[src/rtl/mult_div_unit_if.sv]
// ============================================================================
// Module  : mult_div_unit_if
// Purpose : Pipeline-side handshake and result bus of the multiply/divide unit.
// Revision: 1.0
// ============================================================================
`default_nettype none

interface mult_div_unit_if #(
  parameter int WIDTH = 32
);
  logic             start;
  logic [1:0]       op;
  logic [WIDTH-1:0] a;
  logic [WIDTH-1:0] b;
  logic             flush;
  logic             hi_we;
  logic             lo_we;
  logic [WIDTH-1:0] wdata;
  logic [WIDTH-1:0] hi;
  logic [WIDTH-1:0] lo;
  logic             busy;
  logic             stall;
  logic             done;
  logic             div_zero;

  modport master (
    output start, op, a, b, flush, hi_we, lo_we, wdata,
    input  hi, lo, busy, stall, done, div_zero
  );

  modport slave (
    input  start, op, a, b, flush, hi_we, lo_we, wdata,
    output hi, lo, busy, stall, done, div_zero
  );
endinterface

`default_nettype wire

[src/rtl/mult_div_unit.sv]
// ============================================================================
// Module  : mult_div_unit
// Purpose : Iterative MULT/MULTU/DIV/DIVU with HI/LO, one bit per cycle.
//           Define MDU_EARLY_OUT_EN to bypass CALC for zero operands.
// Revision: 1.0
// ============================================================================
`default_nettype none

module mult_div_unit #(
  parameter int WIDTH = 32
) (
  input  wire logic       clk,
  input  wire logic       reset,
  mult_div_unit_if.slave  bus
);
  localparam int c_cnt_w = $clog2(WIDTH);
  localparam logic [c_cnt_w-1:0] c_last = c_cnt_w'(WIDTH - 1);

  typedef enum logic [1:0] {
    S_IDLE = 2'd0,
    S_CALC = 2'd1,
    S_FIX  = 2'd2
  } state_t;

  state_t               r_state;
  logic [c_cnt_w-1:0]   r_count;
  logic                 r_is_div;
  logic                 r_neg_q;
  logic                 r_neg_r;
  logic                 r_b_zero;
  logic [WIDTH-1:0]     r_opnd;
  logic [2*WIDTH-1:0]   r_acc;
  logic [WIDTH-1:0]     r_hi;
  logic [WIDTH-1:0]     r_lo;
  logic                 r_done;
  logic                 r_div_zero;

  logic                 w_sign_a;
  logic                 w_sign_b;
  logic [WIDTH-1:0]     w_mag_a;
  logic [WIDTH-1:0]     w_mag_b;
  logic                 w_early;
  logic [WIDTH:0]       w_sum;
  logic [2*WIDTH-1:0]   w_mul_next;
  logic [WIDTH:0]       w_shifted;
  logic                 w_ge;
  logic [WIDTH-1:0]     w_rem_next;
  logic [2*WIDTH-1:0]   w_div_next;
  logic [2*WIDTH-1:0]   w_prod;
  logic [WIDTH-1:0]     w_quo;
  logic [WIDTH-1:0]     w_rem;
  logic [WIDTH-1:0]     w_fix_hi;
  logic [WIDTH-1:0]     w_fix_lo;

  always_comb begin
    w_sign_a = ~bus.op[0] & bus.a[WIDTH-1];
    w_sign_b = ~bus.op[0] & bus.b[WIDTH-1];
    w_mag_a  = w_sign_a ? -bus.a : bus.a;
    w_mag_b  = w_sign_b ? -bus.b : bus.b;
    w_early  = 1'b0;
`ifdef MDU_EARLY_OUT_EN
    w_early  = bus.op[1] ? (bus.b == '0) : ((bus.a == '0) || (bus.b == '0));
`else
    w_early  = 1'b0;
`endif

    // Shift-add: accumulator holds {partial product, remaining multiplier bits}
    w_sum      = {1'b0, r_acc[2*WIDTH-1:WIDTH]} + (r_acc[0] ? {1'b0, r_opnd} : '0);
    w_mul_next = {w_sum, r_acc[WIDTH-1:1]};

    // Restoring divide: accumulator holds {remainder, dividend/quotient bits}
    w_shifted  = {r_acc[2*WIDTH-1:WIDTH], r_acc[WIDTH-1]};
    w_ge       = (w_shifted >= {1'b0, r_opnd});
    w_rem_next = w_ge ? WIDTH'(w_shifted - {1'b0, r_opnd}) : w_shifted[WIDTH-1:0];
    w_div_next = {w_rem_next, r_acc[WIDTH-2:0], w_ge};

    w_prod   = r_neg_q ? -r_acc : r_acc;
    w_quo    = r_acc[WIDTH-1:0];
    w_rem    = r_acc[2*WIDTH-1:WIDTH];
    w_fix_hi = r_is_div ? (r_neg_r ? -w_rem : w_rem) : w_prod[2*WIDTH-1:WIDTH];
    w_fix_lo = r_is_div ? (r_b_zero ? {WIDTH{1'b1}} : (r_neg_q ? -w_quo : w_quo))
                        : w_prod[WIDTH-1:0];
  end

  always_ff @(posedge clk or negedge reset) begin
    if (!reset) begin
      r_state    <= S_IDLE;
      r_count    <= '0;
      r_is_div   <= 1'b0;
      r_neg_q    <= 1'b0;
      r_neg_r    <= 1'b0;
      r_b_zero   <= 1'b0;
      r_opnd     <= '0;
      r_acc      <= '0;
      r_hi       <= '0;
      r_lo       <= '0;
      r_done     <= 1'b0;
      r_div_zero <= 1'b0;
    end else begin
      r_done <= 1'b0;
      case (r_state)
        S_IDLE: begin
          if (bus.hi_we) r_hi <= bus.wdata;
          if (bus.lo_we) r_lo <= bus.wdata;
          if (bus.start && !bus.flush) begin
            r_is_div <= bus.op[1];
            r_neg_q  <= w_sign_a ^ w_sign_b;
            r_neg_r  <= w_sign_a;
            r_b_zero <= bus.op[1] && (bus.b == '0);
            r_opnd   <= bus.op[1] ? w_mag_b : w_mag_a;
            r_count  <= '0;
            if (w_early) begin
              // Preload the values the full iteration would have produced
              r_acc   <= bus.op[1] ? {w_mag_a, {WIDTH{1'b1}}} : '0;
              r_state <= S_FIX;
            end else begin
              r_acc   <= {{WIDTH{1'b0}}, (bus.op[1] ? w_mag_a : w_mag_b)};
              r_state <= S_CALC;
            end
          end
        end
        S_CALC: begin
          if (bus.flush) begin
            r_state <= S_IDLE;
          end else begin
            r_acc   <= r_is_div ? w_div_next : w_mul_next;
            r_count <= r_count + c_cnt_w'(1);
            if (r_count == c_last) r_state <= S_FIX;
          end
        end
        S_FIX: begin
          if (!bus.flush) begin
            r_hi       <= w_fix_hi;
            r_lo       <= w_fix_lo;
            r_done     <= 1'b1;
            r_div_zero <= r_b_zero;
          end
          r_state <= S_IDLE;
        end
        default: r_state <= S_IDLE;
      endcase
    end
  end

  assign bus.hi       = r_hi;
  assign bus.lo       = r_lo;
  assign bus.busy     = (r_state != S_IDLE);
  assign bus.stall    = (r_state != S_IDLE) | (bus.start & (r_state == S_IDLE) & ~bus.flush);
  assign bus.done     = r_done;
  assign bus.div_zero = r_div_zero;
endmodule

`default_nettype wire

[src/flat_wrapper.sv]
// flat-port wrapper written by rule: the top's interface ports become plain ports
module mult_div_unit_flat 
#(
  parameter int WIDTH = 32
)
  (clk, reset, bus_start, bus_op, bus_a, bus_b, bus_flush, bus_hi_we, bus_lo_we, bus_wdata, bus_hi, bus_lo, bus_busy, bus_stall, bus_done, bus_div_zero);
  mult_div_unit_if #(.WIDTH(WIDTH)) bus_i ();
  input  wire logic clk;
  input  wire logic reset;
  input wire logic [$bits(bus_i.start)-1:0] bus_start;
  input wire logic [$bits(bus_i.op)-1:0] bus_op;
  input wire logic [$bits(bus_i.a)-1:0] bus_a;
  input wire logic [$bits(bus_i.b)-1:0] bus_b;
  input wire logic [$bits(bus_i.flush)-1:0] bus_flush;
  input wire logic [$bits(bus_i.hi_we)-1:0] bus_hi_we;
  input wire logic [$bits(bus_i.lo_we)-1:0] bus_lo_we;
  input wire logic [$bits(bus_i.wdata)-1:0] bus_wdata;
  output wire logic [$bits(bus_i.hi)-1:0] bus_hi;
  output wire logic [$bits(bus_i.lo)-1:0] bus_lo;
  output wire logic [$bits(bus_i.busy)-1:0] bus_busy;
  output wire logic [$bits(bus_i.stall)-1:0] bus_stall;
  output wire logic [$bits(bus_i.done)-1:0] bus_done;
  output wire logic [$bits(bus_i.div_zero)-1:0] bus_div_zero;
  assign bus_i.start = bus_start;
  assign bus_i.op = bus_op;
  assign bus_i.a = bus_a;
  assign bus_i.b = bus_b;
  assign bus_i.flush = bus_flush;
  assign bus_i.hi_we = bus_hi_we;
  assign bus_i.lo_we = bus_lo_we;
  assign bus_i.wdata = bus_wdata;
  assign bus_hi = bus_i.hi;
  assign bus_lo = bus_i.lo;
  assign bus_busy = bus_i.busy;
  assign bus_stall = bus_i.stall;
  assign bus_done = bus_i.done;
  assign bus_div_zero = bus_i.div_zero;
  mult_div_unit #(.WIDTH(WIDTH)) u_core (.clk(clk), .reset(reset), .bus(bus_i));
endmodule
[config.mk]
export PLATFORM = sky130hd
export DESIGN_NAME = mult_div_unit_flat
export DESIGN_NICKNAME = d
export VERILOG_FILES = /design/src/rtl/mult_div_unit_if.sv /design/src/rtl/mult_div_unit.sv /design/src/flat_wrapper.sv
export SDC_FILE = /design/constraint.sdc
export NUM_CORES = 1
export LEC_CHECK = 0
export BUFFER_PORTS_ARGS = -buffer_cell sky130_fd_sc_hd__buf_2
export CAP_MARGIN = 10
export CORE_UTILIZATION = 45
export CTS_CLUSTER_DIAMETER = 120
export DETAILED_ROUTE_END_ITERATION = 16
export GPL_TIMING_DRIVEN = 0
export HOLD_SLACK_MARGIN = 0.05
export PLACE_DENSITY = 0.64
export SLEW_MARGIN = 0
export SYNTH_ARGS = -nofsm -noshare
export SYNTH_HDL_FRONTEND = slang
export SYNTH_SLANG_ARGS = --single-unit
[constraint.sdc]
create_clock -name clk -period 3.9 [get_ports clk]
set_input_delay 0.585 -clock clk [delete_from_list [all_inputs] [get_ports clk]]
set_output_delay 0.585 -clock clk [all_outputs]
set_load 0.01 [all_outputs]
# Yosys cells after proc, flatten, opt, wreduce, memory -nomap -nowiden
# Index checks and enable logic that the tools add are counted.
# Widths: inputs -> output; s select.
# word_totals
output_inout_bits	68
elab_cells	83
ff_bits	173
# op_classes
n_addsub	8
n_lt_le_gt_ge	1
bitwise	8
n_mux	31
eq_ne	9
n_reduce_logical	14
# op_table
cell	count
$mux 32	15
$mux 64	4
$neg 32->32	4
$pmux 32 s2	2
$pmux 64 s2	1
$neg 64->64	1
$add 32x32->33	1
$ge 33x32->1	1
$logic_not 32->1	1
$sub 32x32->32	1
$mux 5	2
$pmux 5 s2	1
$reduce_and 3->1	3
$ne 2x2->1 const B	4
$mux 2	3
$reduce_and 2->1	3
$reduce_bool 2->1	3
$add 5x1->5 const B	1
$eq 5x5->1 const B	1
$and 1x1->1	4
$pmux 2 s2	1
$ne 3x2->1 const B	1
$eq 2x1->1 const B	1
$eq 2x2->1 const B	1
8 further kinds	11

# Longest topological paths before layout
# depth
depth_word	6
depth_mapped	15

# Worst setup path before layout
# No wires, ideal clock.
# synth_timing
path_kind	register -> register
from	reg u_core.r_acc[0]
to	reg u_core.r_acc[63]
n_path_buf	1
t_required_ps	3770
path_slack_ps	649
period_less_slack_ps	3251
path_stages_with_launch	15
arrival_ps	3122
setup_time_ps	130
path_cell_list	dfrtp_1 -> inv_1 -> clkbuf_1 -> nor2_1 -> ha_1 -> a21oi_1 -> nor2b_1 -> o21a_1 -> nor3b_1 -> o311ai_0 -> nand2_1 -> o21ai_0 -> a221o_1 -> a211oi_1 -> o21ai_0
# synth_between
elab_chain_cells	5
# synth_lines
item	line_no	source
start: declaration	mult_div_unit.sv:32	logic [2*WIDTH-1:0] r_acc;
start signal: assignment	mult_div_unit.sv:114	r_acc <= bus.op[1] ? {w_mag_a, {WIDTH{1'b1}}} : '0;
start signal: assignment	mult_div_unit.sv:117	r_acc <= {{WIDTH{1'b0}}, (bus.op[1] ? w_mag_a : w_mag_b)};
start signal: assignment	mult_div_unit.sv:126	r_acc <= r_is_div ? w_div_next : w_mul_next;
$mux 32	mult_div_unit.sv:68	w_sum = {1'b0, r_acc[2*WIDTH-1:WIDTH]} + (r_acc[0] ? {1'b0, r_opnd} : '0);
$add 32x32->33	mult_div_unit.sv:68	
$mux 64	mult_div_unit.sv:126	
$mux 64	mult_div_unit.sv:123	if (bus.flush) begin
$pmux 64 s2	mult_div_unit.sv:101	case (r_state)
# No other way between the ends. The select of a mux whose other input is x is not followed.
# A chain may end at the register's enable or synchronous reset.

# Final worst setup path
# layout_timing
from	reg u_core.r_acc[0]
to	reg u_core.r_acc[62]
# Same word-level chain as after synthesis.

==> flow_summary_export.csv <==
group,metric,value,unit
status,run_status,"completed",
setup_path,critical_path.slowest_cell,"sky130_fd_sc_hd__a21oi_1",
power_and_ir_drop,power_per_unit_of_standard_cell_area,671,nW/µm²
finish,nFillCells,3188,
global_routing,wire_length_of_the_first_global_routing_pass,86.8,mm
setup_path,worst_r2r_startpoint,"u_core.r_acc[0]$_DFFE_PN0P_",
clock_tree,clockBufferDepth,2,
clock_tree,clock_latency,0.46,ns
timing,finalClockSkew,0.0159,ns
setup_path,critical_path.n_buffers_inverters,2,
clock_tree,clock_sinks,173,
yosys,ys_warn_count,0,
finish,area_growth,14.2,%
placement,i_o_buffers,170,
clock_tree,numCtsBuffers,17,
yosys,number_of_flops_mapped_to_enable_cells_by_yosys,0,
flow_run,cap_viol_max_count,0,
setup_path,rr_endpoint,"u_core.r_acc[62]$_DFFE_PN0P_",
global_routing,grt_start_max_net_pins,101,
finish,multiInputGateArea,9690,µm²
drt,vias,15300,
clock_tree,cts.root.buffer_cell,"sky130_fd_sc_hd__clkbuf_16",
timing,post-route-min-period,3.80,ns
floorplanning,floorplan.rows,65,
power_and_ir_drop,power,11.2,mW
placement,dpl-instance-area,16100,µm²
setup_path,worst_case_reg_to_reg_path_depth,14,
timing,tightestPinTransition,0.946,ns
setup_path,cell_seen_most_often_among_critical_path_stages,"sky130_fd_sc_hd__a21oi_1",
yosys,ys_top_cells_by_area,"sky130_fd_sc_hd__dfrtp_1 (30%), sky130_fd_sc_hd__o21ai_0 (7.3%), sky130_fd_sc_hd__a21oi_1 (6.9%)",
yosys,synth.net_count,2081,
setup_path,cp-end-kind,"register",
timing,max_transition_margin,0.364,
drt,ant_nets,0,
yosys,synth_commonest_cells,"sky130_fd_sc_hd__o21ai_0 (215), sky130_fd_sc_hd__nand2_1 (214), sky130_fd_sc_hd__a21oi_1 (202), sky130_fd_sc_hd__nor2_1 (187), sky130_fd_sc_hd__dfrtp_1 (173)",
drt,route.detailed.drc,0,
finish,ff_latch_area,4330,µm²
timing,post-route-period-util,0.975,
setup_path,timing.critical_path.fanout_max,10,
drt,wirelength_met1,24.7,mm
timing,timing.final.max_slew_violations,0,
yosys,synth_top_cell_area_share,0.295,
drt,detailroute.wirelength.met3,5.00,mm
setup_path,timing.critical_path.arrival,4.18,ns
yosys,yosysTopAreaCell,"sky130_fd_sc_hd__dfrtp_1",
finish,antenna-diode-count,0,
setup_path,critical_path_class,"register to register",
clock_tree,path_clk_slew,0.08,ns
setup_path,slowest_delay,0.51,ns
setup_path,path_cells,"inv_1 -> buf_2 -> nor2_1 -> ha_1 -> and2_1 -> nand3_1 -> a21oi_1 -> o211ai_1 -> a21oi_1 -> nor2_1 -> o211ai_1 -> a21oi_1 -> or3_1 -> a31oi_1",
yosys,yosys_most_used_dff,"sky130_fd_sc_hd__dfrtp_1",
hold_path,hold_path_class,"input pin to asynchronous set/reset pin",
floorplanning,fp.dieW,183,µm
timing,rsz0062_at_grt,"no",
yosys,postSynthCellCount,1905,
setup_path,critical_path_depth,14,
clock_tree,cts_tree,"built",
yosys,avgSynthCellArea,7.70,µm²
yosys,synthArstFlopShare,1.00,
global_routing,antenna_violations_before_repair,1,
yosys,yosysSeqAreaShare,0.295,
drt,wire_per_inst,22.6,µm
global_routing,vias_in_the_first_global_route,14400,
yosys,top_count_cell_post_synth,"sky130_fd_sc_hd__o21ai_0",
drt,top_signal_layer_used,"met4",
drt,viasPerCell,6.00,
drt,detail_route.first_pass.iterations,6,
setup_path,r2r_setup_slack,0.1,ns
floorplanning,fp.dieArea,33300,µm²
finish,total_non_filler_cell_area_in_the_finished_layout,16700,µm²
placement,place_congestion,0.973,
timing,finalHoldViolCount,0,
placement,hpwlAfterDp,46.1,mm
drt,met2_length,26.0,mm
setup_path,crit_family,"compound AO/OA/AOI/OAI gates",
power_and_ir_drop,vdd_ir_drop_max,0.389,mV
floorplanning,top_level_ports,172,
power_and_ir_drop,leakagePower,7.48,nW
yosys,flip_flop_and_latch_count_after_synthesis,173,
setup_path,timing.critical_path.required,4.28,ns
floorplanning,core_area,31800,µm²
drt,routed_wl,57.5,mm
clock_tree,h-tree-depth,4,
floorplanning,initial_core_util,0.461,
global_routing,globalRouteTotalUtil,0.346,
finish,nNetsFinal,2275,
setup_path,crit_path_start_kind,"register",
timing,achievable-frequency,263,MHz
global_routing,overflow,0,
finish,drive_above_1_share,0.121,
timing,postLayoutSetupSlackWorst,0.0974,ns
yosys,synth_area,14700,µm²
timing,setup_viol,0,
yosys,ys_types,75,
floorplanning,die_h,183,µm
placement,worst_slack_placed,-0.406,ns
drt,initialDrtViolationCount,1360,
layer usage:
layer	global-route usage	vias up
li1	-	7209
met1	0.469	7318
met2	0.552	670
met3	0.0633	77
met4	0.118	0
met5	0	-
where the power goes:
| group | total [mW] | switching (mW) | internal [mW] |
|---|---|---|---|
| combinational | 6.57 | 4.07 | 2.50 |
| sequential | 2.95 | 0.727 | 2.22 |
| clock | 1.72 | 0.828 | 0.893 |
kinds of logic after synthesis:
kind of cell,count (synthesis),synth area share
AND/OR/NAND/NOR,619,0.197
multiplexers,49,0.0340
buffers and inverters,175,0.0469
XOR/XNOR,173,0.103
flip-flops,173,0.295
adder cells (fa/ha/maj),72,0.0625
AO/OA/AOI/OAI,644,0.261
worst max path at each step:
stage,start,to,slack (ns)
2_1_floorplan,u_core.r_acc[0]$_DFFE_PN0P_,u_core.r_acc[63]$_DFFE_PN0P_,0.65
3_3_place_gp,reset,u_core.r_opnd[14]$_DFFE_PN0P_,-0.67
3_5_place_dp,u_core.r_acc[42]$_DFFE_PN0P_,u_core.r_acc[50]$_DFFE_PN0P_,-0.41
4_1_cts,u_core.r_acc[31]$_DFFE_PN0P_,u_core.r_acc[54]$_DFFE_PN0P_,0.02
5_1_grt,u_core.r_acc[0]$_DFFE_PN0P_,u_core.r_acc[63]$_DFFE_PN0P_,0.0002
6_report,u_core.r_acc[0]$_DFFE_PN0P_,u_core.r_acc[62]$_DFFE_PN0P_,0.1
layout by cell type, fill, tap and decap left out, types with 6 or more instances in the layout:
| cell | Yosys | final |
|---|---|---|
| sky130_fd_sc_hd__xor2_1 | 78 | 78 |
| sky130_fd_sc_hd__nand2_1 | 214 | 214 |
| sky130_fd_sc_hd__a31oi_1 | 23 | 23 |
| sky130_fd_sc_hd__inv_1 | 60 | 60 |
| sky130_fd_sc_hd__nand2b_1 | 21 | 21 |
| sky130_fd_sc_hd__o21a_1 | 8 | 8 |
| sky130_fd_sc_hd__o22ai_1 | 35 | 35 |
| sky130_fd_sc_hd__nor4_1 | 18 | 18 |
| sky130_fd_sc_hd__xnor2_1 | 95 | 95 |
| sky130_fd_sc_hd__a21o_1 | 32 | 32 |
| sky130_fd_sc_hd__a22oi_1 | 10 | 10 |
| sky130_fd_sc_hd__nand3_1 | 24 | 24 |
| sky130_fd_sc_hd__a21oi_1 | 202 | 202 |
| sky130_fd_sc_hd__clkbuf_16 | 0 | 17 |
| sky130_fd_sc_hd__a211oi_1 | 10 | 9 |
| sky130_fd_sc_hd__ha_1 | 70 | 70 |
| sky130_fd_sc_hd__dfrtp_1 | 173 | 169 |
| sky130_fd_sc_hd__buf_2 | 3 | 173 |
| sky130_fd_sc_hd__mux2i_1 | 43 | 43 |
| sky130_fd_sc_hd__o21bai_1 | 7 | 7 |
| sky130_fd_sc_hd__o21ai_0 | 215 | 211 |
| sky130_fd_sc_hd__nor2_1 | 187 | 187 |
| sky130_fd_sc_hd__nor3_1 | 40 | 40 |
| sky130_fd_sc_hd__o31ai_1 | 16 | 15 |
| sky130_fd_sc_hd__buf_1 | 7 | 7 |
| sky130_fd_sc_hd__nor2b_1 | 14 | 14 |
| sky130_fd_sc_hd__clkbuf_1 | 99 | 94 |
| sky130_fd_sc_hd__o41ai_1 | 8 | 8 |
| sky130_fd_sc_hd__and2_1 | 11 | 11 |
| sky130_fd_sc_hd__o21ai_1 | 7 | 8 |
| sky130_fd_sc_hd__mux2_2 | 6 | 6 |
| sky130_fd_sc_hd__o211ai_1 | 26 | 26 |
| sky130_fd_sc_hd__or3_1 | 19 | 19 |
| sky130_fd_sc_hd__and3_1 | 31 | 31 |
| sky130_fd_sc_hd__nand4_1 | 9 | 9 |
sequential cells by signal (all words and copies together) (netlist names), 2 cells and up:
name	count
u_core.bus.hi	32
u_core.r_state	2
u_core.r_count	5
u_core.bus.lo	32
u_core.r_opnd	32
u_core.r_acc	64
layout make-up:
| class | instances | share of cell area |
|---|---|---|
| Multi-Input combinational cell | 1557 | 0.578 |
| Sequential cell | 173 | 0.259 |
| Timing Repair Buffer | 175 | 0.0548 |
| Tap cell | 435 | 0.0325 |
| Clock buffer | 22 | 0.0289 |
| Buffer | 114 | 0.0282 |
| Inverter | 61 | 0.0137 |
| Clock inverter | 10 | 0.00471 |
timing repair:
item	in CTS	in global routing
hold endpoints to repair	0	0
pin swaps	1	3
setup buffers	2	2
endpoints found under the setup margin	32	30
hold buffers	0	0
gates resized for setup	8	21
worst register-to-register path: cells and delay by family, from the launching register on:
family	cells	cell delay (ns)
buffers and inverters	2	0.44
adders and majority gates	1	0.35
AOI/OAI and AO/OA	6	1.57
and+or+nand+nor	5	0.88
DFF	1	0.50
stage by stage:
stage | hold slack (ns) | TNS (ns) | utilization | instances
after global placement | 0.461 | -118.60 | 0.505 | 2510
after global routing | 0.136 | 0 | 0.527 | 2547
after CTS | 0.127 | 0 | 0.525 | 2545
after detailed placement | 0.466 | -6.57 | 0.506 | 2511
final | 0.0895 | 0 | 0.527 | 2547
after floorplan | 0.289 | 0 | - | 1905
Note: power is estimated with default switching activity, not from simulation.
